File: src/rtl/fifo_sync_ex.sv
// rtl/fifo_sync_ex.sv - single-clock FIFO with full-depth capacity, flags, flush and optional FWFT (optional hwm output under FIFO_HWM_EN)
module fifo_sync_ex #(
    parameter int DATA_WIDTH   = 8,
    parameter int ADDR_WIDTH   = 8,
    parameter int FWFT         = 0,
    parameter int AFULL_LEVEL  = (2 ** ADDR_WIDTH) - 4,
    parameter int AEMPTY_LEVEL = 4
) (
    input  logic                  clk,
    input  logic                  reset,
    input  logic                  clr,
    input  logic                  wr,
    input  logic [DATA_WIDTH-1:0] din,
    input  logic                  rd,
    output logic [DATA_WIDTH-1:0] dout,
    output logic                  dout_valid,
    output logic                  full,
    output logic                  empty,
    output logic                  almost_full,
    output logic                  almost_empty,
    output logic                  overflow,
    output logic                  underflow,
    output logic [ADDR_WIDTH:0]   data_count
`ifdef FIFO_HWM_EN
    ,
    output logic [ADDR_WIDTH:0]   hwm
`endif
);

    localparam int                DEPTH    = 2 ** ADDR_WIDTH;
    localparam logic [ADDR_WIDTH:0] DEPTH_C  = (ADDR_WIDTH + 1)'(DEPTH);
    localparam logic [ADDR_WIDTH:0] AFULL_C  = (ADDR_WIDTH + 1)'(AFULL_LEVEL);
    localparam logic [ADDR_WIDTH:0] AEMPTY_C = (ADDR_WIDTH + 1)'(AEMPTY_LEVEL);

    logic [DATA_WIDTH-1:0] mem_q [DEPTH];

    logic [ADDR_WIDTH:0]   wptr_q, wptr_d;
    logic [ADDR_WIDTH:0]   rptr_q, rptr_d;
    logic [DATA_WIDTH-1:0] dout_q, dout_d;
    logic                  dvalid_q, dvalid_d;
    logic                  ovf_q, ovf_d;
    logic                  unf_q, unf_d;

    logic [ADDR_WIDTH:0]   mem_count;
    logic [ADDR_WIDTH:0]   count;
    logic                  full_w, empty_w;
    logic                  mem_nonempty;
    logic                  wr_acc, rd_acc, rd_rej, load, mem_we;

    // Occupancy and flags; in FWFT mode the word parked in the output register still counts as held
    always_comb begin
        mem_count    = wptr_q - rptr_q;
        mem_nonempty = (wptr_q != rptr_q);
        if (FWFT != 0) begin
            count   = mem_count + (ADDR_WIDTH + 1)'(dvalid_q);
            full_w  = (count == DEPTH_C);
            empty_w = (count == '0);
        end else begin
            count   = mem_count;
            full_w  = (wptr_q[ADDR_WIDTH-1:0] == rptr_q[ADDR_WIDTH-1:0]) &&
                      (wptr_q[ADDR_WIDTH] != rptr_q[ADDR_WIDTH]);
            empty_w = (wptr_q == rptr_q);
        end
    end

    // Accept/reject decisions against start-of-cycle flags, then next-state; clr overrides everything but reset
    always_comb begin
        wr_acc = wr && !full_w;
        if (FWFT != 0) begin
            rd_acc = rd && dvalid_q;
            rd_rej = rd && !dvalid_q;
            // refill the output register whenever it is (or is about to become) vacant
            load   = mem_nonempty && (!dvalid_q || rd_acc);
        end else begin
            rd_acc = rd && !empty_w;
            rd_rej = rd && empty_w;
            load   = rd_acc;
        end

        wptr_d = wptr_q + (ADDR_WIDTH + 1)'(wr_acc);
        rptr_d = rptr_q + (ADDR_WIDTH + 1)'(load);
        dout_d = load ? mem_q[rptr_q[ADDR_WIDTH-1:0]] : dout_q;
        if (FWFT != 0) begin
            dvalid_d = load || (dvalid_q && !rd_acc);
        end else begin
            dvalid_d = rd_acc;
        end
        ovf_d  = ovf_q || (wr && full_w);
        unf_d  = unf_q || rd_rej;
        mem_we = wr_acc;

        if (clr) begin
            wptr_d   = '0;
            rptr_d   = '0;
            dout_d   = dout_q;
            dvalid_d = 1'b0;
            ovf_d    = 1'b0;
            unf_d    = 1'b0;
            mem_we   = 1'b0;
        end
    end

    // Pointer, output and sticky-flag registers
    always_ff @(posedge clk) begin
        if (!reset) begin
            wptr_q   <= '0;
            rptr_q   <= '0;
            dout_q   <= '0;
            dvalid_q <= 1'b0;
            ovf_q    <= 1'b0;
            unf_q    <= 1'b0;
        end else begin
            wptr_q   <= wptr_d;
            rptr_q   <= rptr_d;
            dout_q   <= dout_d;
            dvalid_q <= dvalid_d;
            ovf_q    <= ovf_d;
            unf_q    <= unf_d;
        end
    end

    // Storage array; contents survive reset, only the pointers are cleared
    always_ff @(posedge clk) begin
        if (mem_we && reset) begin
            mem_q[wptr_q[ADDR_WIDTH-1:0]] <= din;
        end
    end

`ifdef FIFO_HWM_EN
    logic [ADDR_WIDTH:0] hwm_q, hwm_d;

    // High-water mark follows the registered count one cycle later
    always_comb begin
        hwm_d = (count > hwm_q) ? count : hwm_q;
        if (clr) begin
            hwm_d = '0;
        end
    end

    // High-water mark register
    always_ff @(posedge clk) begin
        if (!reset) begin
            hwm_q <= '0;
        end else begin
            hwm_q <= hwm_d;
        end
    end

    assign hwm = hwm_q;
`endif

    assign dout         = dout_q;
    assign dout_valid   = dvalid_q;
    assign full         = full_w;
    assign empty        = empty_w;
    assign almost_full  = (count >= AFULL_C);
    assign almost_empty = (count <= AEMPTY_C);
    assign overflow     = ovf_q;
    assign underflow    = unf_q;
    assign data_count   = count;

endmodule
File: config.mk
export PLATFORM = sky130hd
export DESIGN_NAME = fifo_sync_ex
export DESIGN_NICKNAME = d
export VERILOG_FILES = /design/src/rtl/fifo_sync_ex.sv
export SDC_FILE = /design/constraint.sdc
export NUM_CORES = 2
export LEC_CHECK = 0
export CAP_MARGIN = 20
export CORE_UTILIZATION = 60
export DETAILED_ROUTE_END_ITERATION = 8
export PLACE_DENSITY = 0.74
export REMOVE_ABC_BUFFERS = 1
export SLEW_MARGIN = 25
export SYNTH_ARGS = -nofsm -noshare
export SYNTH_HDL_FRONTEND = slang
export SYNTH_SLANG_ARGS = --single-unit
export TNS_END_PERCENT = 100
File: constraint.sdc
create_clock -name clk -period 4.2 [get_ports clk]
set_clock_uncertainty 0.15 [all_clocks]
set_input_delay 0.42 -clock clk [delete_from_list [all_inputs] [get_ports clk]]
set_output_delay 0.42 -clock clk [all_outputs]
set_load 0.01 [all_outputs]
### Word level (Yosys, flattened, before mapping)

Memories as Yosys holds them, arrays and structs flattened. A register that Yosys moved wholly into a read port is not among the register bits.
Index checks and enable logic that the tools add are counted.

* reductions and logical operators: 13
* equal/unequal tests: 3
* add/sub/neg operators: 3
* mux-type cells: 3
* bitwise operators: 2
* magnitude comparators: 2

Operators with widths (number)
* $add A9 B1 Y9: 2
* $eq A9 B9 Y1: 1
* $ge A9 B8 Y1 const B: 1
* $le A9 B3 Y1 const B: 1
* $sub A9 B9 Y9: 1
* $eq A8 B8 Y1: 1
* $logic_and A1 B1 Y1: 6
* $logic_not A1 Y1: 3
* $mux W1: 3
* $logic_or A1 B1 Y1: 2
* $not A1 Y1: 2
* $reduce_and A2 Y1: 1
* $reduce_or A2 Y1: 1
* $ne A1 B1 Y1: 1

* input port bits: 13
* bits in writable memories: 2048
* logic and storage cells: 32
* register bits after elaboration: 21
* memories kept: 1

Memory list
* mem_q: depth 256, width 8, rd ports 1, clocked after Yosys merged registers in 1, wr ports 1, line 35 `logic [DATA_WIDTH-1:0] mem_q [DEPTH];`

### Longest topological paths before layout

* word-level depth: 8
* depth in mapped cells: 14

### Least setup slack after synthesis

No wires, ideal clock.

* path kind: register to register
* start point: register rptr_q[2]
* end point: memory mem_q[160][0] (enable)
* arrival time: 3.322 ns
* period minus slack after synthesis: 3.842 ns
* setup slack: 0.358 ns
* stages on the path, launching flop included: 15
* required time: 3.680 ns
* cells stage by stage: dfxtp_1 buf_2 buf_2 clkinv_1 clkbuf_1 clkbuf_1 ha_1 nand4_1 nor3_1 nor2b_1 nand2_1 nor3b_1 nand2_1 clkbuf_1 nor2_1

* cells in the longest elaborated chain, start to end: 8

Ends and longest elaborated chain
* from (decl): line 38 `logic [ADDR_WIDTH:0] rptr_q, rptr_d;`
* from (signal assigned): line 114 `rptr_q <= rptr_d;`
* $eq A8 B8 Y1: line 60 `full_w = (wptr_q[ADDR_WIDTH-1:0] == rptr_q[ADDR_WIDTH-1:0]) &&`
* $logic_and A1 B1 Y1: line 60
* named net full: line 17 `output logic full,`
* $logic_not A1 Y1: line 68 `wr_acc = wr && !full_w;`
* $logic_and A1 B1 Y1: line 68
* $mux W1: line 92 `if (clr) begin`
* $logic_and A1 B1 Y1: line 124 `if (mem_we && reset) begin`
* $mux W1: line 124
* $mux W1 (implied by the code): line 125 `mem_q[wptr_q[ADDR_WIDTH-1:0]] <= din;`
* to (decl): line 35

The timed path passes the listed nets, and every way through them passes these cells.

### Worst setup path in the final report

* start point: register rptr_q[2]
* end point: output port data_count[6]

* cells in the longest elaborated chain, start to end: 1

Ends and longest elaborated chain
* $sub A9 B9 Y9: line 52 `mem_count = wptr_q - rptr_q;`
* to (decl): line 23 `output logic [ADDR_WIDTH:0] data_count`

No other way between the ends.

==> metrics.txt <==
Clock Path Buffers=3; Net Sw Power=8030 uW; Placement Cell Area=85800 sq um; cell taking the most area after synthesis=edfxtp_1; via count=approximately 44000; RSZ-0062 raised after global routing=false; clock latency on the worst-skew pair=0.83 ns; chip width=370 microns; GRT overflow=0; Seq pwr share=56.4%; DR WL/cell=approximately 35 microns; share of cells above drive strength 1=25.8%; Synthesis Warnings=0; Clk pwr share=41.5%; Worst R2R Setup Slack=0.26 ns; Pint=roughly 32000 uW; core area=134000 sq um; cell area after synthesis=just over 80000 sq um; CTS Root Cell=clkbuf_16; DRC errors left=12; Rel. slew slack=20.9%; Seq/Total Area, Yosys=76.5%; Slew @ Worst Pin=1.18 ns; Syn Area/Cell=just over 20 sq um; HP Class=in -> reg; post-route ant nets=0; Post-Route WL=~220000 microns; num ports=37; combinational cell fraction of total power=2.1%; Tot GR Track Use=33.4%; main combinational cell family by area after synthesis=multiplexers; fin crit period=4.03 ns; switching part of the total=19.9%; Worst setup EP type=primary output; Setup Total Neg Slack=0 ns; CP Data Arrival Time=3.46 ns; status=complete, but fails checks; LEAKAGE=0.0286 uW; vias in the first global route=about 43000; port bufs=36; CTS tree=done; register area=62100 sq um; Post-Synth XOR/XNOR Area=0.205%; EDFF count, synth=2048; Fillers=8062; WP data required=3.63 ns; PwrDens=439 nW/um^2; first-pass GRT wire length=319000 microns; die area=137000 sq um; Final nets=around 4400; fmax=0.248 GHz; fraction of registers with async set/reset=0%; Crit Path Class=reg -> out; mux share of post-synthesis cell area=14.8%; vias per inst=6.97; register bit total from synthesis=2077; Setup-failing EPs final=0; Netlist cell types=67; cell types occupying the most area after synthesis=edfxtp_1 (76%), mux4_2 (12%), mux2i_1 (2.3%); First-pass DRT Iterations=8; starting density of the core=approximately three fifths; GPL Wtd Cong=0.929; Pins Over Slew Limit=0; CTS H-Tree Depth=4; area grow syn2layout=13.3%; synth cell count leaders=edfxtp_1 (2048), mux4_2 (442), nor2_1 (325), mux2i_1 (189), nand2_1 (134); top_reg_cell synth=edfxtp_1; Compound-Gate Fraction of Synth Area=under 10%; Clock transition at path regs=0.06 ns; top-count cell post-synth=edfxtp_1; Worst Path Max Fanout=7; Fin. Hold Viols=0; Final Instance Area=between 90000 and 100000 sq um; Post-Synth Adder-Cell Area=less than 1%; initial antenna violation count=11; clk sinks=about 2100; CP Launch Type=flop; Synth Area in Simple Gates=under 10%; Synth top area share=between 70% and 80%; DR iter-0 viols=7403; combined area of the multi-input logic cells=17600 sq um; die height=370 microns; Worst IR Drop VDD=298 uV; Tcrit/Tclk final=96.0%; Post-Synthesis Cells=3973; MaxCap Viol Count=0; Detailed Place HPWL=137000 microns; num rows=~130; violated checks=DRC; largest net degree at the start of global routing=about 150; cts bufs inserted=between 150 and 200
==> state kept, by name (all words and copies together) (netlist names) <==
signal / cells
mem_q: 2048
rptr_q: 9
wptr_q: 9
dout: 8
dout_valid: 1
overflow: 1
underflow: 1
==> what timing repair did <==
item	4_1_cts	5_1_grt
setup buffers	2	1
hold buffers	1	1
hold endpoints to repair	47	32
gates resized for setup	5	3
pin swaps	0	1
setup endpoints to repair	2	2
==> final cells by class <==
| type | count | area share (%) |
|---|---|---|
| sequential | 2077 | 67.5 |
| multi-input combinational | 1650 | 19.2 |
| clock buffer | 257 | 5.80 |
| antenna | 9 | 0.0245 |
| clock inverter | 96 | 0.756 |
| tap | 1768 | 2.41 |
| timing repair buffer | 464 | 4.28 |
| inverter | 14 | 0.0585 |
==> power groups by stage <==
stage	clock network (uW)	logic, uW	registers (uW)
floorplan	0	532	23300
global placement	0	800	23200
detailed placement	0	821	23200
CTS	16800	819	22800
global route	17600	867	22800
finish	16800	835	22800
==> cells by family (layout without fill, tap and decap cells) <==
family | after synthesis | in the layout
other | 0 | 9
muxes | 641 | 641
adders and majority gates | 13 | 13
AOI/OAI and AO/OA | 387 | 387
xor gates and xnor gates | 19 | 19
DFF | 2077 | 2077
buffers and inverters | 246 | 831
and+or+nand+nor | 590 | 590
==> worst paths after layout <==
check / start / to / cells past startpoint
worst max-delay path: rptr_q[2] / data_count[6] / 10
worst min-delay path: din[4] / mem_q[186][4] / 1
worst max register to register: rptr_q[0] / dout[1] / 10
worst min register to register: underflow / underflow / 2
==> placed cells by master, fill, tap and decap left out, drive strengths merged, types with 12 or more instances in the layout <==
cell type         n
mux2i           189
a31oi            24
clkbuf          265
xnor2            12
nand3            34
clkinv           82
and2             12
a221oi           31
nor2b            19
a22oi            69
o221ai           31
a211oi           25
inv              18
buf             426
a21oi            62
o22ai            31
nand2b           12
edfxtp         2048
nand2           134
clkdlybuf4s50    26
o211ai           14
o21ai            43
mux4            443
dfxtp            29
nor2            325
nor3             19
ha               12
==> worst max-delay path, stage by stage, from the launching register on <==
cell and delay [ns]:
dfxtp_4 0.41, clkinv_2 0.08, ha_1 0.33, nor2b_1 0.14, o21ai_0 0.21, nand2b_1 0.17, a21o_1 0.20, a21oi_1 0.25
xnor2_2 0.17, buf_4 0.14, clkdlybuf4s50_1 0.53
==> metrics by stage <==
step | instances | utilization [%] | total power (uW) | hold slack [ns] | worst slack [ns]
6_report | 6335 | 68.7 | 40400 | 0.104 | 0.168
4_1_cts | 6323 | 68.7 | 40400 | 0.151 | 0.0270
3_3_place_gp | 5966 | 64.1 | 24000 | 0.301 | 0.345
3_5_place_dp | 5967 | 64.1 | 24000 | 0.332 | 0.342
2_1_floorplan | 3741 | - | 23800 | 0.320 | -22.30
5_1_grt | 6326 | 68.7 | 41200 | 0.173 | 0.00500
==> metal layers <==
| layer | up-vias | wire [microns] | share of wire (%) | global-route usage, % |
|---|---|---|---|---|
| met1 | 22700 | 79100 | 35 | 46.7 |
| li1 | 17300 | - | - | - |
| met2 | 3497 | 102000 | 46 | 49.1 |
| met4 | 16 | 10900 | 4.8 | 14.9 |
| met3 | 646 | 32100 | 14 | 10.2 |
| met5 | - | 102 | 0.045 | 0 |
Note: power is estimated with default switching activity, not from simulation.
